--- src/rtl/mod_counter_chain_pkg.sv ---
// Shared constants for the cascaded mod-K counter family and the clock designs built on it.
package counter_pkg;
    localparam int DEF_DIGITS    = 4;
    localparam int DEF_W         = 4;
    localparam int DEF_K         = 10;
    localparam int BCD_MOD       = 10;
    localparam int SEXA_TENS_MOD = 6;
endpackage

--- src/rtl/mod_counter_chain_digit.sv ---
// One mod-K digit: steps up or down when enabled, saturating load, one-cycle wrap flag.
module mod_digit
    import counter_pkg::*;
#(
    parameter int W = DEF_W,
    parameter int K = DEF_K
) (
    input  logic         Clock,
    input  logic         Reset_n,
    input  logic         step,
    input  logic         Up,
    input  logic         Clear,
    input  logic         Load,
    input  logic [W-1:0] load_val,
    output logic [W-1:0] value,
    output logic         at_term,
    output logic         wrap
);
    localparam logic [W-1:0] TERM = W'(K - 1);

    logic [W-1:0] value_q, value_d;
    logic         wrap_q, wrap_d;

    always_comb begin
        value_d = value_q;
        wrap_d  = 1'b0;
        if (Clear) begin
            value_d = '0;
        end else if (Load) begin
            value_d = (load_val > TERM) ? TERM : load_val;
        end else if (step) begin
            if (Up) begin
                if (value_q == TERM) begin
                    value_d = '0;
                    wrap_d  = 1'b1;
                end else begin
                    value_d = value_q + W'(1);
                end
            end else begin
                if (value_q == '0) begin
                    value_d = TERM;
                    wrap_d  = 1'b1;
                end else begin
                    value_d = value_q - W'(1);
                end
            end
        end
    end

    always_ff @(posedge Clock or negedge Reset_n) begin
        if (!Reset_n) begin
            value_q <= '0;
            wrap_q  <= 1'b0;
        end else begin
            value_q <= value_d;
            wrap_q  <= wrap_d;
        end
    end

    // Terminal value in the current direction; feeds the next digit's step enable.
    assign at_term = Up ? (value_q == TERM) : (value_q == '0);
    assign value   = value_q;
    assign wrap    = wrap_q;
endmodule

--- src/rtl/mod_counter_chain.sv ---
// Cascade of DIGITS mod-K digits with a single-cycle combinational carry/borrow chain.
module mod_counter_chain
    import counter_pkg::*;
#(
    parameter int DIGITS = DEF_DIGITS,
    parameter int W      = DEF_W,
    parameter int K      = DEF_K
) (
    input  logic                Clock,
    input  logic                Reset_n,
    input  logic                En,
    input  logic                Up,
    input  logic                Clear,
    input  logic                Load,
    input  logic [DIGITS*W-1:0] Load_val,
    output logic [DIGITS*W-1:0] Q,
    output logic [DIGITS-1:0]   Digit_wrap,
    output logic                Rollover
);
    logic [DIGITS-1:0] step;
    logic [DIGITS-1:0] at_term;
    logic              rollover_q, rollover_d;

    for (genvar i = 0; i < DIGITS; i++) begin : g_digit
        if (i == 0) begin : g_lsd
            assign step[i] = En;
        end else begin : g_upper
            // A digit moves only when every lower digit is at its terminal value.
            assign step[i] = step[i-1] & at_term[i-1];
        end

        mod_digit #(.W(W), .K(K)) u_digit (
            .Clock    (Clock),
            .Reset_n  (Reset_n),
            .step     (step[i]),
            .Up       (Up),
            .Clear    (Clear),
            .Load     (Load),
            .load_val (Load_val[i*W +: W]),
            .value    (Q[i*W +: W]),
            .at_term  (at_term[i]),
            .wrap     (Digit_wrap[i])
        );
    end

    always_comb begin
        rollover_d = 1'b0;
        if (!Clear && !Load)
            rollover_d = step[DIGITS-1] & at_term[DIGITS-1];
    end

    always_ff @(posedge Clock or negedge Reset_n) begin
        if (!Reset_n) rollover_q <= 1'b0;
        else          rollover_q <= rollover_d;
    end

    assign Rollover = rollover_q;
endmodule

--- config.mk ---
export PLATFORM = sky130hd
export DESIGN_NAME = mod_counter_chain
export DESIGN_NICKNAME = d
export VERILOG_FILES = /design/src/rtl/mod_counter_chain_pkg.sv /design/src/rtl/mod_counter_chain_digit.sv /design/src/rtl/mod_counter_chain.sv
export SDC_FILE = /design/constraint.sdc
export NUM_CORES = 1
export LEC_CHECK = 0
export BUFFER_PORTS_ARGS = -buffer_cell sky130_fd_sc_hd__buf_2
export CAP_MARGIN = 20
export CELL_PAD_IN_SITES_DETAIL_PLACEMENT = 1
export CELL_PAD_IN_SITES_GLOBAL_PLACEMENT = 1
export CORE_ASPECT_RATIO = 1.25
export CORE_MARGIN = 2
export CORE_UTILIZATION = 41
export CTS_BUF_LIST = sky130_fd_sc_hd__clkbuf_16
export DETAILED_ROUTE_END_ITERATION = 8
export PLACE_DENSITY_LB_ADDON = 0.1
export SYNTH_ARGS = -nofsm -noshare
export SYNTH_HDL_FRONTEND = slang
export SYNTH_SLANG_ARGS = --single-unit
export TNS_END_PERCENT = 30
--- constraint.sdc ---
create_clock -name Clock -period 1.9 [get_ports Clock]
set_input_delay 0.19 -clock Clock [delete_from_list [all_inputs] [get_ports Clock]]
set_output_delay 0.19 -clock Clock [all_outputs]
set_load 0.1 [all_outputs]
==> results by group <==
Outcome
  – Status: completed

CTS
  – CTS H-Tree Depth: 1
  – CTS Buf Count: 3
  – Clock Root Buffer: clkbuf_16
  – Clk slew on worst S/H paths: 60 ps
  – Clk Latency, worst-skew pair: 260 ps
  – CTS tree: yes
  – Clock sink count: 21
  – Clock buffer depth: 2

Global route
  – Antenna violations before repair: 0
  – Vias in the first global route: 1,979
  – Global-route wire length before repair: 9.66 mm
  – Total gr overflow: 0
  – Largest net degree at the start of global routing: 22
  – GRT Total Usage: 0.224

Synth
  – Post-synth EDFFs: 0
  – YS warnings: 0
  – Fraction of registers with async set/reset: 1.00
  – Seq/Total Area, Yosys: 0.255
  – Synth Cell Area: 2060 µm²
  – Dominant synthesized flop cell: dfrtp_1
  – Distinct cell type count of the synthesized netlist: 64
  – Number of synthesized register bits: 21
  – Syn Nets: 271
  – Synth Area per Inst: 8.76 µm²
  – Synthesized instance count: 235

Final layout
  – Layout Cell Area excl Fill: 2600 µm²
  – Most common cell after layout, fill and taps aside: buf_2
  – Fin nets: 325
  – Ant. Diodes: 0
  – Layout cell share with drive strength beyond 1: 0.420
  – Synthesis-to-finish area growth: 26.3%
  – Filler cells: 582
  – Most frequent cells in the layout: 42 x buf_2, 24 x buf_4, 17 x nor2_1
  – Post-Layout Cell Count: 348

Route
  – DR DRC count: 0
  – Detailed Route Iter0 Violations: 114
  – Routed vias/inst: 5.82
  – DRT Pass-1 Iters: 4
  – Total Wirelength: 6.18 mm
  – Vias: 2,025
  – Routed Antenna Nets: 0
  – Routed len/inst: 17.8 µm

Placed design
  – Cell Area, Placed: 2420 µm²
  – Pre-CTS setup slack: 32.2 ps
  – Post-DP HPWL: 4.64 mm
  – Routability cong.: 0.806
  – IO Port Bufs: 42
  – Dpl cells: 333

Die
  – Die Height: 83.2 µm
  – Die width: 67.4 µm
  – IO Pins: 43
  – CORE AREA: 4800 µm²
  – Initial Util: 0.429
  – Full die area: 5610 µm²
  – Row count: 28

STA
  – Setup Viol. Count Final: 0
  – Final Hold Violating Endpoints: 0
  – Worst Max-Slew Pin Slew: 492 ps
  – Final setup margin: 44.8 ps
  – WHS: 168 ps
  – Tmin final: 1860 ps
  – Final max-slew violation count: 0
  – Slew HR: 0.664
  – Period utilisation layout: 0.976
  – FMAX: 539 MHz
  – Clock Skew: 1.47 ps
  – Final setup TNS: 0 ps
  – Unrepaired setup endpoints after global routing: yes

Hold path
  – HP Class: input pin to flip-flop

Run
  – Max Cap Viol: 0

Setup path
  – Peak fanout along the critical path: 7
  – Kind of start point of the critical path: flip-flop
  – WP data required: 2060 ps
  – Crit path DAT: 2020 ps
  – Crit path kind: flip-flop to flip-flop
  – Worst Setup End Kind: flip-flop

Power
  – Power Dens Cells: 661 nW/µm²
  – Max rail drop VDD: 387 µV
  – Leakage: 1.17 nW
[kinds of logic (layout without fill, tap and decap cells)]
family / count (synthesis) / after routing / share of synthesized area
compound gates: 76 / 76 / 0.289
xor+xnor: 2 / 2 / 0.00851
fa+ha+maj: 14 / 14 / 0.0851
buf+inv: 35 / 88 / 0.0887
flops: 21 / 21 / 0.255
mux: 6 / 6 / 0.0292
simple gates: 81 / 81 / 0.244
[stage by stage]
| step | util | power (mW) |
|---|---|---|
| 2_1_floorplan | - | 1.06 |
| 3_3_place_gp | 0.504 | 1.22 |
| 3_5_place_dp | 0.504 | 1.23 |
| 4_1_cts | 0.523 | 1.69 |
| 5_1_grt | 0.541 | 1.81 |
| 6_report | 0.541 | 1.72 |
[report_power, final]
group,total [mW],switching [mW],internal (mW)
sequential,0.540,0.0550,0.485
combinational,0.721,0.468,0.253
clock,0.457,0.173,0.283
[per-layer routing]
metal	routed length [µm]	part of all wire	global-route usage	vias up
met5	0	0	0	-
met4	67	0.011	0.0557	0
met3	151	0.024	0.0122	5
met2	3260	0.53	0.401	28
met1	2710	0.44	0.284	1007
li1	-	-	-	985
[timing repair]
item / CTS / global route
endpoints found under the hold margin: 21 / 0
setup buffers: 0 / 10
gates resized for setup: 0 / 3
hold buffers: 1 / 0
setup endpoints to repair: 0 / 9
[sequential cells by signal, summed over array words and instances, names as in the netlist]
| name | count |
|---|---|
| g_digit.u_digit.value | 16 |
| g_digit.u_digit.wrap | 4 |
| Rollover | 1 |
[area by class of cell]
class	instances	area (µm²)	area share
multi-input cells	179	1410	0.541
flip-flops and latches	21	563	0.217
repair buffers	67	400	0.154
clock buffers	3	75.1	0.0289
well taps	60	75.1	0.0289
inverters	17	73.8	0.0284
clock inverters	1	5.00	0.00193
[cells in the mapped netlist (all sizes together) (3+ instances only)]
library cell  count  area [µm²]
nor3              4        25.0
nor2             17        63.8
nand2b           11        68.8
buf              14         104
or3               3        20.0
nor4              3        18.8
clkbuf            4        15.0
o221ai            3        32.5
a31oi             5        31.3
a221oi            4        41.3
a311oi            3        26.3
ha               14         175
nand3             6        30.0
nand3b            3        22.5
o21ai            12        63.8
nor2b             5        31.3
and2              3        18.8
dfrtp            21         526
and3              3        23.8
mux2i             6        60.1
inv              17        63.8
o31ai             3        27.5
nand2             9        33.8
o311a             3        30.0
a211oi            8        60.1
a21oi            13        68.8
and2b             4        35.0
o21a              4        30.0
[critical path, stage by stage (launching register included)]
cell,delay (ps)
dfrtp_4,510
inv_4,90
ha_4,150
nor3b_4,330
o221a_4,300
o221ai_1,150
a221oi_2,230
[path summary, 6_finish.rpt]
kind,startpoint,end,slack (ps),cells past startpoint
setup / recovery,g_digit[0].u_digit.value[0],g_digit[2].u_digit.value[3],40,6
hold / removal,Load_val[7],g_digit[1].u_digit.value[1],170,2
setup reg to reg,g_digit[0].u_digit.value[0],g_digit[2].u_digit.value[3],40,6
hold reg to reg,g_digit[3].u_digit.value[0],g_digit[3].u_digit.value[0],640,2
max in group asynchronous,Reset_n,g_digit[1].u_digit.value[1],1070,2
min in group asynchronous,Reset_n,g_digit[2].u_digit.value[0],440,2
Power figures use the tool's default switching activity.
